--- config.mk ---
export PLATFORM = sky130hd
export DESIGN_NAME = c2c_rd_arbiter
export DESIGN_NICKNAME = d
export VERILOG_FILES = /design/src/rtl/c2c_rd_arbiter.sv
export SDC_FILE = /design/constraint.sdc
export NUM_CORES = 1
export LEC_CHECK = 0
export CORE_ASPECT_RATIO = 1.75
export CORE_MARGIN = 3
export CORE_UTILIZATION = 42
export DETAILED_ROUTE_END_ITERATION = 7
export PLACE_DENSITY = 0.81
export SYNTH_ARGS = -nofsm -noshare
export SYNTH_HDL_FRONTEND = slang
export SYNTH_SLANG_ARGS = --single-unit
export TNS_END_PERCENT = 5
--- constraint.sdc ---
create_clock -name clk -period 2.5 [get_ports clk]
set_clock_uncertainty 0.2 [all_clocks]
set_input_delay 0.375 -clock clk [delete_from_list [all_inputs] [get_ports clk]]
set_output_delay 0.375 -clock clk [all_outputs]
set_load 0.01 [all_outputs]
--- src/rtl/c2c_rd_arbiter.sv ---
// Two-master read arbiter: instruction fetch (m0) and load (m1) share one memory read port.
// One transaction in flight; define C2C_ARB_RR_EN for round-robin ties, otherwise m1 has priority.
module c2c_rd_arbiter #(
  parameter int ADDR_W = 32,
  parameter int DATA_W = 32
) (
  input  logic              clk,
  input  logic              reset_n,
  input  logic              m0_valid,
  input  logic [ADDR_W-1:0] m0_addr,
  output logic              m0_ready,
  output logic              m0_rvalid,
  output logic [DATA_W-1:0] m0_rdata,
  input  logic              m1_valid,
  input  logic [ADDR_W-1:0] m1_addr,
  output logic              m1_ready,
  output logic              m1_rvalid,
  output logic [DATA_W-1:0] m1_rdata,
  output logic              s_valid,
  output logic [ADDR_W-1:0] s_addr,
  input  logic              s_ready,
  input  logic              s_rvalid,
  input  logic [DATA_W-1:0] s_rdata
);

  typedef enum logic [1:0] {
    IDLE = 2'd0,
    REQ  = 2'd1,
    RESP = 2'd2
  } state_t;

  state_t                       state_reg;
  logic [ADDR_W-1:0]            addr_reg;
  logic                         grant_reg;
  logic                         s_valid_reg;
  logic                         win_next;
  logic                         grant_fire;
  logic                         resp_fire;
  logic [1:0]                   rvalid_vec;
  logic [1:0][DATA_W-1:0]       rdata_vec;

  assign grant_fire = (state_reg == IDLE) && (m0_valid || m1_valid);
  assign resp_fire  = (state_reg == RESP) && s_rvalid;

`ifdef C2C_ARB_RR_EN
  logic rr_last_reg;

  always_comb begin
    win_next = 1'b0;
    if (m1_valid && !m0_valid) begin
      win_next = 1'b1;
    end else if (m1_valid && m0_valid) begin
      win_next = ~rr_last_reg;
    end
  end

  // Reset value m1 makes the first tie go to m0.
  always_ff @(posedge clk) begin
    if (!reset_n) begin
      rr_last_reg <= 1'b1;
    end else if (grant_fire) begin
      rr_last_reg <= win_next;
    end
  end
`else
  // Load channel wins whenever it requests.
  always_comb win_next = m1_valid;
`endif

  always_ff @(posedge clk) begin
    if (!reset_n) begin
      state_reg   <= IDLE;
      addr_reg    <= '0;
      grant_reg   <= 1'b0;
      s_valid_reg <= 1'b0;
    end else begin
      case (state_reg)
        IDLE: begin
          if (grant_fire) begin
            addr_reg    <= win_next ? m1_addr : m0_addr;
            grant_reg   <= win_next;
            s_valid_reg <= 1'b1;
            state_reg   <= REQ;
          end
        end
        REQ: begin
          if (s_ready) begin
            s_valid_reg <= 1'b0;
            state_reg   <= RESP;
          end
        end
        RESP: begin
          if (s_rvalid) begin
            state_reg <= IDLE;
          end
        end
        default: begin
          s_valid_reg <= 1'b0;
          state_reg   <= IDLE;
        end
      endcase
    end
  end

  generate
    for (genvar gi = 0; gi < 2; gi++) begin : g_master
      logic [DATA_W-1:0] rdata_reg;

      assign rvalid_vec[gi] = resp_fire && (grant_reg == 1'(gi));

      // Non-granted master keeps showing its last returned word.
      always_ff @(posedge clk) begin
        if (!reset_n) begin
          rdata_reg <= '0;
        end else if (rvalid_vec[gi]) begin
          rdata_reg <= s_rdata;
        end
      end

      assign rdata_vec[gi] = rvalid_vec[gi] ? s_rdata : rdata_reg;
    end
  endgenerate

  assign m0_ready  = grant_fire && !win_next;
  assign m1_ready  = grant_fire && win_next;
  assign m0_rvalid = rvalid_vec[0];
  assign m1_rvalid = rvalid_vec[1];
  assign m0_rdata  = rdata_vec[0];
  assign m1_rdata  = rdata_vec[1];
  assign s_valid   = s_valid_reg;
  assign s_addr    = addr_reg;

endmodule

# ---- After elaboration in Yosys (flattened, before gate mapping)
# Index checks and enable logic that the tools add are counted.
dict set report word_totals {
  regBits 100
  in_bits 102
  wordCells 35
  out_inout_bits 101
}
dict set report op_classes {
  n_mux 10
  eq_ne 5
  n_reduce_logical 12
  bitwise 2
}
# cell count
set ops {}
lappend ops {{2-to-1 mux 32 bit} 3}
lappend ops {{logical AND 1 bit} 6}
lappend ops {{2-to-1 mux 2 bit} 3}
lappend ops {{!= test 2 bit (second input constant)} 3}
lappend ops {{case mux 2 bit (3 select lines)} 1}
lappend ops {{AND reduction 3 bit} 2}
lappend ops {{case mux 1 bit (3 select lines)} 1}
lappend ops {{== test 2 x 1 -> 1 bit (second input constant)} 1}
lappend ops {{== test 2 bit (second input constant)} 1}
lappend ops {{zero test 2 bit} 1}
lappend ops {{2-to-1 mux 1 bit} 2}
lappend ops {{inverter 1 bit} 2}
lappend ops {{AND reduction 2 bit} 1}
lappend ops {{zero test 1 bit} 1}
lappend ops {{logical OR 1 bit} 1}

# ---- Logic depth before layout (Yosys ltp)
# Gate-level depths: netlist of the first run.
dict set report logic_depth {
  word_depth 4
  mapped_depth 6
}

# ---- Least setup slack after synthesis of the first run
# Ideal clock, no wire load.
dict set report synth_path {
  kind {register to output}
  start {reg state_reg[0]}
  end {out m0_rdata[22]}
  arrival_ps 1322
  n_path_buf 3
  path_slack_ps 603
  path_stages_with_launch 6
  cell_sequence {dfxtp_1 -> buf_4 -> nor4bb_4 -> buf_6 -> buf_12 -> mux2_4}
}
dict set report synth_between {
  elab_chain_len 4
}
# item line_no
set synth_lines {}
lappend synth_lines {{start, declared} 32} ;# state_t state_reg;
lappend synth_lines {{start signal, assigned} 72} ;# state_reg <= IDLE;
lappend synth_lines {{start signal, assigned} 83} ;# state_reg <= REQ;
lappend synth_lines {{start signal, assigned} 89} ;# state_reg <= RESP;
lappend synth_lines {{== test 2 bit} 43} ;# assign resp_fire = (state_reg == RESP) && s_rvalid;
lappend synth_lines {{logical AND 1 bit} 43}
lappend synth_lines {{logical AND 1 bit} 109} ;# assign rvalid_vec[gi] = resp_fire && (grant_reg == 1'(gi));
lappend synth_lines {{named net m0_rvalid} 12} ;# output logic m0_rvalid,
lappend synth_lines {{2-to-1 mux 32 bit} n/a}
lappend synth_lines {{end, declared} 13} ;# output logic [DATA_W-1:0] m0_rdata,
# The timed path passes the listed nets, and every way through them passes these cells.

# ---- Worst setup path after layout of the first run
dict set report layout_path {
  start {reg state_reg[0]}
  end {out m1_rdata[4]}
}
dict set report layout_between {
  elab_chain_len 4
}
# item line_no
set layout_lines {}
lappend layout_lines {{== test 2 bit} 43}
lappend layout_lines {{logical AND 1 bit} 43}
lappend layout_lines {{logical AND 1 bit} 109}
lappend layout_lines {{2-to-1 mux 32 bit} 120} ;# assign rdata_vec[gi] = rvalid_vec[gi] ? s_rdata : rdata_reg;
lappend layout_lines {{end, declared} 18} ;# output logic [DATA_W-1:0] m1_rdata,
# Every way passes these cells.

==> flow_summary.json, run 1 <==
{
  "synth_top_flop_cell": "dfxtp_1",
  "fin_crit_ns": 2.46,
  "synth_cell_types": 23,
  "drc": 0,
  "async_flop_share_pct": 0,
  "grtUsageTotal_pct": 21.0,
  "cts_max_level": 3,
  "die_h_um": 141,
  "hp-class": "in -> reg",
  "io_buffers": 202,
  "p_sw_share_pct": 22.5,
  "critical_path_depth": 5,
  "r2r_cells": 6,
  "power.leakage_uw": 0.00308,
  "period_share_pct": 98.4,
  "nets": 718,
  "grt_pass1_vias": 3994,
  "syn_nets": 513,
  "drt-wirelength-per-cell_um": 16.4,
  "end_kind": "output port",
  "power.share.clock_pct": 37.8,
  "cap_violations": 0,
  "drt-total-wl_um": 12300,
  "cellPowerDensity_mw_per_mm2": 529,
  "slew_headroom_pct": 75.9,
  "antennaDiodeCount": 0,
  "worstPathCellList": "buf_6 > nand4b_4 > bufbuf_16 > mux2_4 > dlygate4sd2_1",
  "required_ns": 1.92,
  "yosys.area.top_type_share_pct": 45.5,
  "grt_max_degree": 51,
  "cts_buffers": 9,
  "yosys.area.top_type": "dfxtp_1",
  "grt_pass1_wl_um": 19800,
  "rsz0062_at_grt": "true",
  "synth_warnings": 0,
  "dp.cells": 718,
  "layout_commonest_cell": "clkdlybuf4s50_1",
  "largest_reg_flops": 64,
  "whs_path_depth": 2,
  "drt_iter0_markers": 78,
  "final_hold_viol_count": 0,
  "ant_nets": 0,
  "clk_latency_ns": 0.33,
  "syn_area_per_cell_um2": 10.7,
  "drv_slew": 0,
  "fin_cells": 746,
  "dp_hpwl_um": 9100,
  "clock_sinks": 100,
  "critPathBufInv": 3,
  "synthTopCellsByArea": "dfxtp_1, mux2_4, and2_1",
  "cts_tree": "built",
  "switchingPower_uw": 824,
  "worst-path-max-fanout": 8,
  "place_congestion": 0.783,
  "cp.arrival_ns": 1.88,
  "finalSetupViolCount": 0,
  "max_stage_delay_ns": 0.34,
  "drive_gt1_share_pct": 21.4,
  "seq_power_share_pct": 46.1,
  "clkSlewWorstSetupHoldPaths_ns": 0.06,
  "peakVddDrop_mv": 0.331,
  "worst_pin_slew_ns": 0.362,
  "die-area_mm2": 0.0118,
  "nFillCells": 746,
  "firstDrtPassIters": 4,
  "fmax_mhz": 407,
  "seq_area_frac_synth_pct": 45.5,
  "initial_utilization_pct": 43.9,
  "cp_slowest_cell": "dfxtp_2",
  "clk_path_buf_depth": 2,
  "die_w_um": 83.4,
  "layout_common_cells": "clkdlybuf4s50_1, dfxtp_1, and2_1, nand2_1, mux2_4",
  "core_mm2": 0.0100,
  "row_count": 48,
  "via_per_inst": 4.91,
  "start_kind": "flop",
  "route.vias.total": 3665,
  "synth_area_mm2": 0.00440,
  "antenna_found_initial": 0,
  "synth_edf_count": 0,
  "syn2layout_area_growth_pct": 57.3,
  "io_pins": 203,
  "synth_cells": 411,
  "grt.overflow.total": 0,
  "fin_util_pct": 69.0,
  "outcome": "finished, final reports clean",
  "critPathKind": "reg -> out",
  "p_comb_share_pct": 16.2,
  "power.internal_uw": 2840,
  "cts-root-buf": "clkbuf_16",
  "critPathTopFamily": "buffers and inverters",
  "ys_ff_latch": 100
}
==> area by class of cell <==
class / count / area [um^2] / area share, %
clock buffers: 12 / 256 / 3.71
flip-flops and latches: 100 / 2000 / 29.0
clock inverters: 4 / 47.5 / 0.687
inverters: 1 / 3.75 / 0.0542
multi-input cells: 276 / 2180 / 31.5
well taps: 125 / 156 / 2.26
repair buffers: 228 / 2270 / 32.8
==> Yosys cell counts, types with 2 or more instances <==
cell type / n
nor2_1: 3
and2_1: 66
dfxtp_1: 100
buf_12: 3
mux2_4: 58
clkbuf_1: 20
nand2_1: 66
buf_2: 6
buf_6: 3
o21a_1: 2
buf_4: 2
o21ai_0: 34
a22o_1: 32
a21boi_0: 2
mux2_2: 6
==> power by group through the flow <==
stage	logic (uW)	registers (uW)	clock network (uW)
4_1_cts	591	1690	1420
3_5_place_dp	591	1720	0
6_report	592	1690	1380
3_3_place_gp	579	1720	0
5_1_grt	638	1690	1480
2_1_floorplan	217	1740	0
==> layer usage <==
layer / share of wire, % / track usage, % / routed length [um] / vias to the layer above
li1: - / - / - / 1800
met2: 54 / 39.9 / 6620 / 166
met3: 8.2 / 6.68 / 1010 / 27
met1: 35 / 20.1 / 4270 / 1672
met5: 0 / 0 / 0 / -
met4: 3.1 / 9.82 / 375 / 0
==> path summary, 6_finish.rpt <==
path	start	end	slack, ns
max	state_reg[0]	m1_rdata[4]	0.04
min	reset_n	grant_reg	0.25
max reg2reg	grant_reg	g_master[0].rdata_reg[30]	0.65
min reg2reg	s_addr[1]	s_addr[1]	0.28
==> stage by stage <==
| stage | instance area [um^2] | power (uW) | setup TNS (ns) | hold WS, ns | setup WS (ns) |
|---|---|---|---|---|---|
| finish | 6920 | 3660 | 0 | 0.251 | 0.0406 |
| global placement | 6500 | 2300 | -19.26 | 0.258 | -0.445 |
| global route | 6920 | 3820 | -0.239 | 0.270 | -0.0525 |
| detailed placement | 6500 | 2310 | -21.70 | 0.260 | -0.487 |
| CTS | 6890 | 3700 | -0.0311 | 0.240 | -0.0117 |
| floorplan | 4400 | 1960 | 0 | 0.288 | 0.603 |
==> kinds of logic after synthesis <==
logic type / count (synthesis) / share of synthesized area [%]
AOI/OAI and AO/OA: 71 / 11.1
buffers and inverters: 35 / 4.95
DFF: 100 / 45.5
muxes: 64 / 21.3
and+or+nand+nor: 141 / 17.1
==> timing repair <==
action,CTS,global route
pin swaps,1,1
setup buffers,9,0
hold buffers,0,0
gates resized for setup,141,39
hold endpoints to repair,0,0
cloned,3,0
setup endpoints to repair,66,65
Power figures use the tool's default switching activity.
==> run 2: changes to the inputs <==
--- a/config.mk
+++ b/config.mk
@@ -5,11 +5,13 @@
 export SDC_FILE = /design/constraint.sdc
 export NUM_CORES = 1
 export LEC_CHECK = 0
+export CELL_PAD_IN_SITES_DETAIL_PLACEMENT = 1
+export CELL_PAD_IN_SITES_GLOBAL_PLACEMENT = 2
 export CORE_ASPECT_RATIO = 1.75
 export CORE_MARGIN = 3
-export CORE_UTILIZATION = 42
+export CORE_UTILIZATION = 24
 export DETAILED_ROUTE_END_ITERATION = 7
-export PLACE_DENSITY = 0.81
+export PLACE_DENSITY_LB_ADDON = 0.1
 export SYNTH_ARGS = -nofsm -noshare
 export SYNTH_HDL_FRONTEND = slang
 export SYNTH_SLANG_ARGS = --single-unit
==> run 2 against run 1 <==
  * Flip-flop and latch count unchanged
  * Global-route usage is 6.3 points lower
  * Total power decreased by 2.3%
  * Via count is 0.33% higher
  * Clock power down 7%
  * Critical path type unchanged
==> flow_summary.json, run 2 (synthesized netlist as in run 1, its figures left out) <==
{
  "outcome": "finished, final reports clean",
  "fmax_mhz": 404,
  "drt_iter0_markers": 78,
  "worstPathCellList": "nor4bb_4 > buf_4 > buf_6 > buf_12 > mux2_4 > buf_6",
  "grt_max_degree": 68,
  "die_w_um": 108,
  "path_common_cell": "buf_6",
  "layout_commonest_cell": "clkdlybuf4s50_1",
  "power.leakage_uw": 0.00319,
  "drt-total-wl_um": 14700,
  "fin_area_mm2": 0.00714,
  "antenna_found_initial": 0,
  "hp-class": "in -> reg",
  "seq_area_mm2": 0.00201,
  "firstDrtPassIters": 4,
  "route.vias.total": 3677,
  "crit_start": "state_reg[0]",
  "io_pins": 203,
  "row_count": 64,
  "nets": 723,
  "via_per_inst": 4.30,
  "holdBufCountCts": 0,
  "cellPowerDensity_mw_per_mm2": 501,
  "cts_tree": "built",
  "multi_input_area_mm2": 0.00218,
  "cp_slowest_cell": "dfxtp_4",
  "slew_headroom_pct": 62.2,
  "place_congestion": 0.721,
  "cap_violations": 0,
  "power_uw": 3580,
  "holdCritStartpoint": "reset_n",
  "worst_pin_slew_ns": 0.566,
  "io_buffers": 202,
  "clk_path_buf_depth": 2,
  "clock_sinks": 100,
  "rrSetupSlack_ns": 0.60,
  "worst-path-max-fanout": 8,
  "dp_hpwl_um": 10300,
  "largest_reg_flops": 64,
  "ant_nets": 0,
  "finalSetupViolCount": 0,
  "grt_pass1_wl_um": 22600,
  "critPathBufInv": 4,
  "grt.overflow.total": 0,
  "cts_max_level": 3,
  "drive_gt1_share_pct": 23.7,
  "die_h_um": 185,
  "cts_buffers": 9,
  "rsz0062_at_grt": "true",
  "fin_crit_ns": 2.47,
  "holdWs_ns": 0.121,
  "r2r_start": "state_reg[0]",
  "max_stage_delay_ns": 0.36,
  "die-area_mm2": 0.0201,
  "period_share_pct": 99.0,
  "fin_util_pct": 40.2,
  "regToRegEndpoint": "g_master[0].rdata_reg[12]",
  "required_ns": 1.92,
  "initial_utilization_pct": 24.7,
  "whs_path_depth": 2,
  "r2r_cells": 6,
  "end_kind": "output port",
  "grtUsageTotal_pct": 14.7,
  "drc": 0,
  "core_mm2": 0.0178,
  "start_kind": "flop",
  "clk_latency_ns": 0.33,
  "whs_endpoint": "grant_reg",
  "antennaDiodeCount": 0,
  "nFillCells": 1983,
  "critPathTopFamily": "buffers and inverters",
  "grt_pass1_vias": 4018,
  "cts-root-buf": "clkbuf_16",
  "clkSlewWorstSetupHoldPaths_ns": 0.06,
  "final_hold_viol_count": 0,
  "cp.arrival_ns": 1.90,
  "drt-wirelength-per-cell_um": 17.2,
  "drv_slew": 0,
  "layout_common_cells": "clkdlybuf4s50_1, dfxtp_1, and2_1, nand2_1, mux2_4",
  "dpl_cell_area_mm2": 0.00664,
  "peakVddDrop_mv": 0.273,
  "critPathKind": "reg -> out",
  "syn2layout_area_growth_pct": 62.4
}
==> run 2: cell types whose count changed in the layout (fill, tap and decap cells not counted), sizes merged <==
cell           delta
buf              +20
bufinv            -1
clkbuf            -6
clkdlybuf4s15    -24
clkdlybuf4s50     -3
clkinv            -1
clkinvlp          +2
dlygate4sd2      +15
dlymetal6s2s      +2
==> run 2: worst reg2reg max path, delay by kind of cell, from the launching register on <==
family	cells	cell delay, ns
buffers and inverters	3	0.45
multiplexers	1	0.31
AND/OR/NAND/NOR	2	0.47
flip-flops	1	0.36
==> run 2: repair_timing <==
item | in CTS | in global routing
cloned | 5 | 0
gates resized for setup | 159 | 55
pin swaps | 1 | 1
setup endpoints to repair | 66 | 41
buffers inserted | 11 | 2
==> run 2: where the power goes <==
part	switching, uW	internal (uW)
logic	248	368
clock network	608	669
registers	32.2	1650
==> run 2: area by class of cell <==
cell class	instances	share of cell area, %
flip-flops and latches	100	28.1
repair buffers	233	33.6
multi-input cells	276	30.5
clock inverters	4	0.385
clock buffers	11	3.26
inverters	1	0.0525
well taps	231	4.05
==> run 2: worst max path at each step <==
stage	slack, ns	depth (start not counted)	end
2_1_floorplan	0.60	5	m0_rdata[22]
3_3_place_gp	-0.44	5	m0_rdata[31]
3_5_place_dp	-0.49	5	m0_rdata[31]
4_1_cts	-0.08	5	m0_rdata[30]
5_1_grt	-0.04	6	m0_rdata[12]
6_report	0.03	6	m0_rdata[13]
==> run 2: metrics by stage <==
stage | worst slack [ns] | setup TNS [ns] | instances
final | 0.0259 | 0 | 856
after global routing | -0.0427 | -0.504 | 856
after CTS | -0.0825 | -0.324 | 855
after detailed placement | -0.491 | -23.59 | 824
after global placement | -0.439 | -21.14 | 824
after floorplan | 0.603 | 0 | 411
==> run 2: metal layers <==
| layer | track usage (%) | share of wire (%) |
|---|---|---|
| met1 | 14.9 | 37 |
| met2 | 28.2 | 55 |
| met3 | 4.12 | 6.0 |
| met4 | 5.01 | 2.0 |
| met5 | 0 | 0 |
==> RTL change: new RTL, flow settings as in run 2 <==
The 3 states of `state_t` get a one-hot encoding in 3 bits.
--- a/src/rtl/c2c_rd_arbiter.sv
+++ b/src/rtl/c2c_rd_arbiter.sv
@@ -24,8 +24,8 @@
 );
 
-  typedef enum logic [1:0] {
-    IDLE = 2'd0,
-    REQ  = 2'd1,
-    RESP = 2'd2
+  typedef enum logic [2:0] {
+    IDLE = 3'b001,
+    REQ  = 3'b010,
+    RESP = 3'b100
   } state_t;
 
Function: same outputs for any inputs over 4 cycles, from zero or initial values and one cycle with reset_n low; so few cycles prove little.
==> RTL change against run 2 <==
The flow now finishes with violations (negative setup slack). Sequential cell count rose by 1. Wire length rose by 18%. Via count rose by 25%. Power rose by 24%. Design area rose by 9.9%. Setup slack got worse by 0.040 ns. Area after synthesis rose by 14%. Register-to-register slack got worse by 0.04 ns. Critical endpoint is now m0_rdata[23]. Largest cell class is now multi-input combinational cells.
==> RTL change: results (changes against run 2) <==
- Synth cell count leaders: 101 x dfxtp_1, 96 x nand2_1, 64 x mux2i_1, 39 x mux2_2, 32 x a32oi_1 (was 100 x dfxtp_1, 66 x and2_1, 66 x nand2_1, 58 x mux2_4, 34 x o21ai_0)
- Post-Place Cells: 933 (was 824)
- Setup Buffers After CTS: 15 (was 11)
- Worst Setup Slack, final: -0.0140 ns (was 0.0259 ns)
- Synth area leaders: dfxtp_1 40%, mux2i_1 13%, mux2_2 8.8% (was dfxtp_1 46%, mux2_4 20%, and2_1 9.4%)
- Vias: 4591 (was 3677)
- HPWL after DPL: 12200 um (was 10300 um)
- Status: finished, violations left (was finished clean)
- CP max stage cell: dfxtp_2 (was dfxtp_4)
- Synth unique cells: 36 (was 23)
- Met2 usage in global routing: 28.5% (was 28.2%)
- Repair and plain buffers: 258 (was 233)
- Pin count of the biggest net entering global routing: 40 (was 68)
- Sequential share of cell area: 25.8% (was 28.1%)
- Synthesized instance count: 499 (was 411)
- Worst slew margin: 61.9% (was 62.2%)
- Worst-skew pair later-pin latency: 0.35 ns (was 0.33 ns)
- Hold Slack: 0.260 ns (was 0.121 ns)
- Peak supply drop: 0.403 mV (was 0.273 mV)
- Pre-CTS setup slack: -0.347 ns (was -0.491 ns)
- Metal2 WL: 9240 um (was 8130 um)
- Register area share after synthesis: 40.3% (was 45.5%)
- Core area: 0.0205 mm2 (was 0.0178 mm2)
- Gr usage total: 14.9% (was 14.7%)
- Clock share of power: 34.4% (was 35.7%)
- DR iter-0 viols: 92 (was 78)
- Worst r2r path cells: 9 (was 6)
- RR Endpoint: g_master[0].rdata_reg[16] (was g_master[0].rdata_reg[12])
- Slowest stage delay, CP: 0.34 ns (was 0.36 ns)
- Drt total wl: 17300 um (was 14700 um)
- Routability cong.: 0.698 (was 0.721)
- Non-clk invs: 2 (was 1)
- Setup violations, final: 3 (was 0)
- M1 GR Usage: 15.8% (was 14.9%)
- Failing checks: negative setup slack
- Footprint of the multi-input gates: 0.00269 mm2 (was 0.00218 mm2)
- M1 WL: 6760 um (was 5390 um)
- Internal Power: 0.00317 W (was 0.00269 W)
- P per Cell Area: 565 mW/mm2 (was 501 mW/mm2)
- Multi-input gates: 347 (was 276)
- Clock buffers: 10 (was 11)
- Met3 wire length: 1100 um (was 883 um)
- Non-clock buffer share: 31.8% (was 33.6%)
- Nets: 821 (was 723)
- Reg power frac: 40.4% (was 47.1%)
- FFs & Latches: 101 (was 100)
- Peak fanout along the critical path: 5 (was 8)
- LEAKAGE: 3.39 nW (was 3.19 nW)
- DP Area: 0.00736 mm2 (was 0.00664 mm2)
- Crit path to: m0_rdata[23] (was m0_rdata[13])
- Clk cell area share: 4.02% (was 3.64%)
- Fillers: 2337 (was 1983)
- Met3 GRT Util: 3.49% (was 4.12%)
-- RTL change: changes by cell type in the layout (fill, tap and decap cells not counted), sizes merged, moves of 3 or more --
| cell | delta |
|---|---|
| and2 | -66 |
| a22o | -32 |
| nor2 | +3 |
| a21boi | +30 |
| a32oi | +32 |
| buf | +24 |
| dlygate4sd2 | -3 |
| mux2i | +64 |
| clkbuf | +7 |
| nand2 | +30 |
| clkdlybuf4s15 | -3 |
-- RTL change: kinds of logic (layout without fill, tap and decap cells) --
| kind of cell | after synthesis | in the layout | synth area share, % |
|---|---|---|---|
| flip-flops | 101 | 101 | 40.3 |
| multiplexers | 128 | 128 | 28.4 |
| AND/OR/NAND/NOR | 113 | 113 | 9.73 |
| AO/OA/AOI/OAI | 105 | 105 | 14.9 |
| XOR/XNOR | 1 | 1 | 0.175 |
| buffers and inverters | 51 | 276 | 6.48 |
-- RTL change: worst max-delay path: cells and delay by family (launching register included) --
family	cells	cell delay (ns)
buf+inv	5	0.55
simple gates	2	0.41
flops	1	0.34
mux	1	0.28
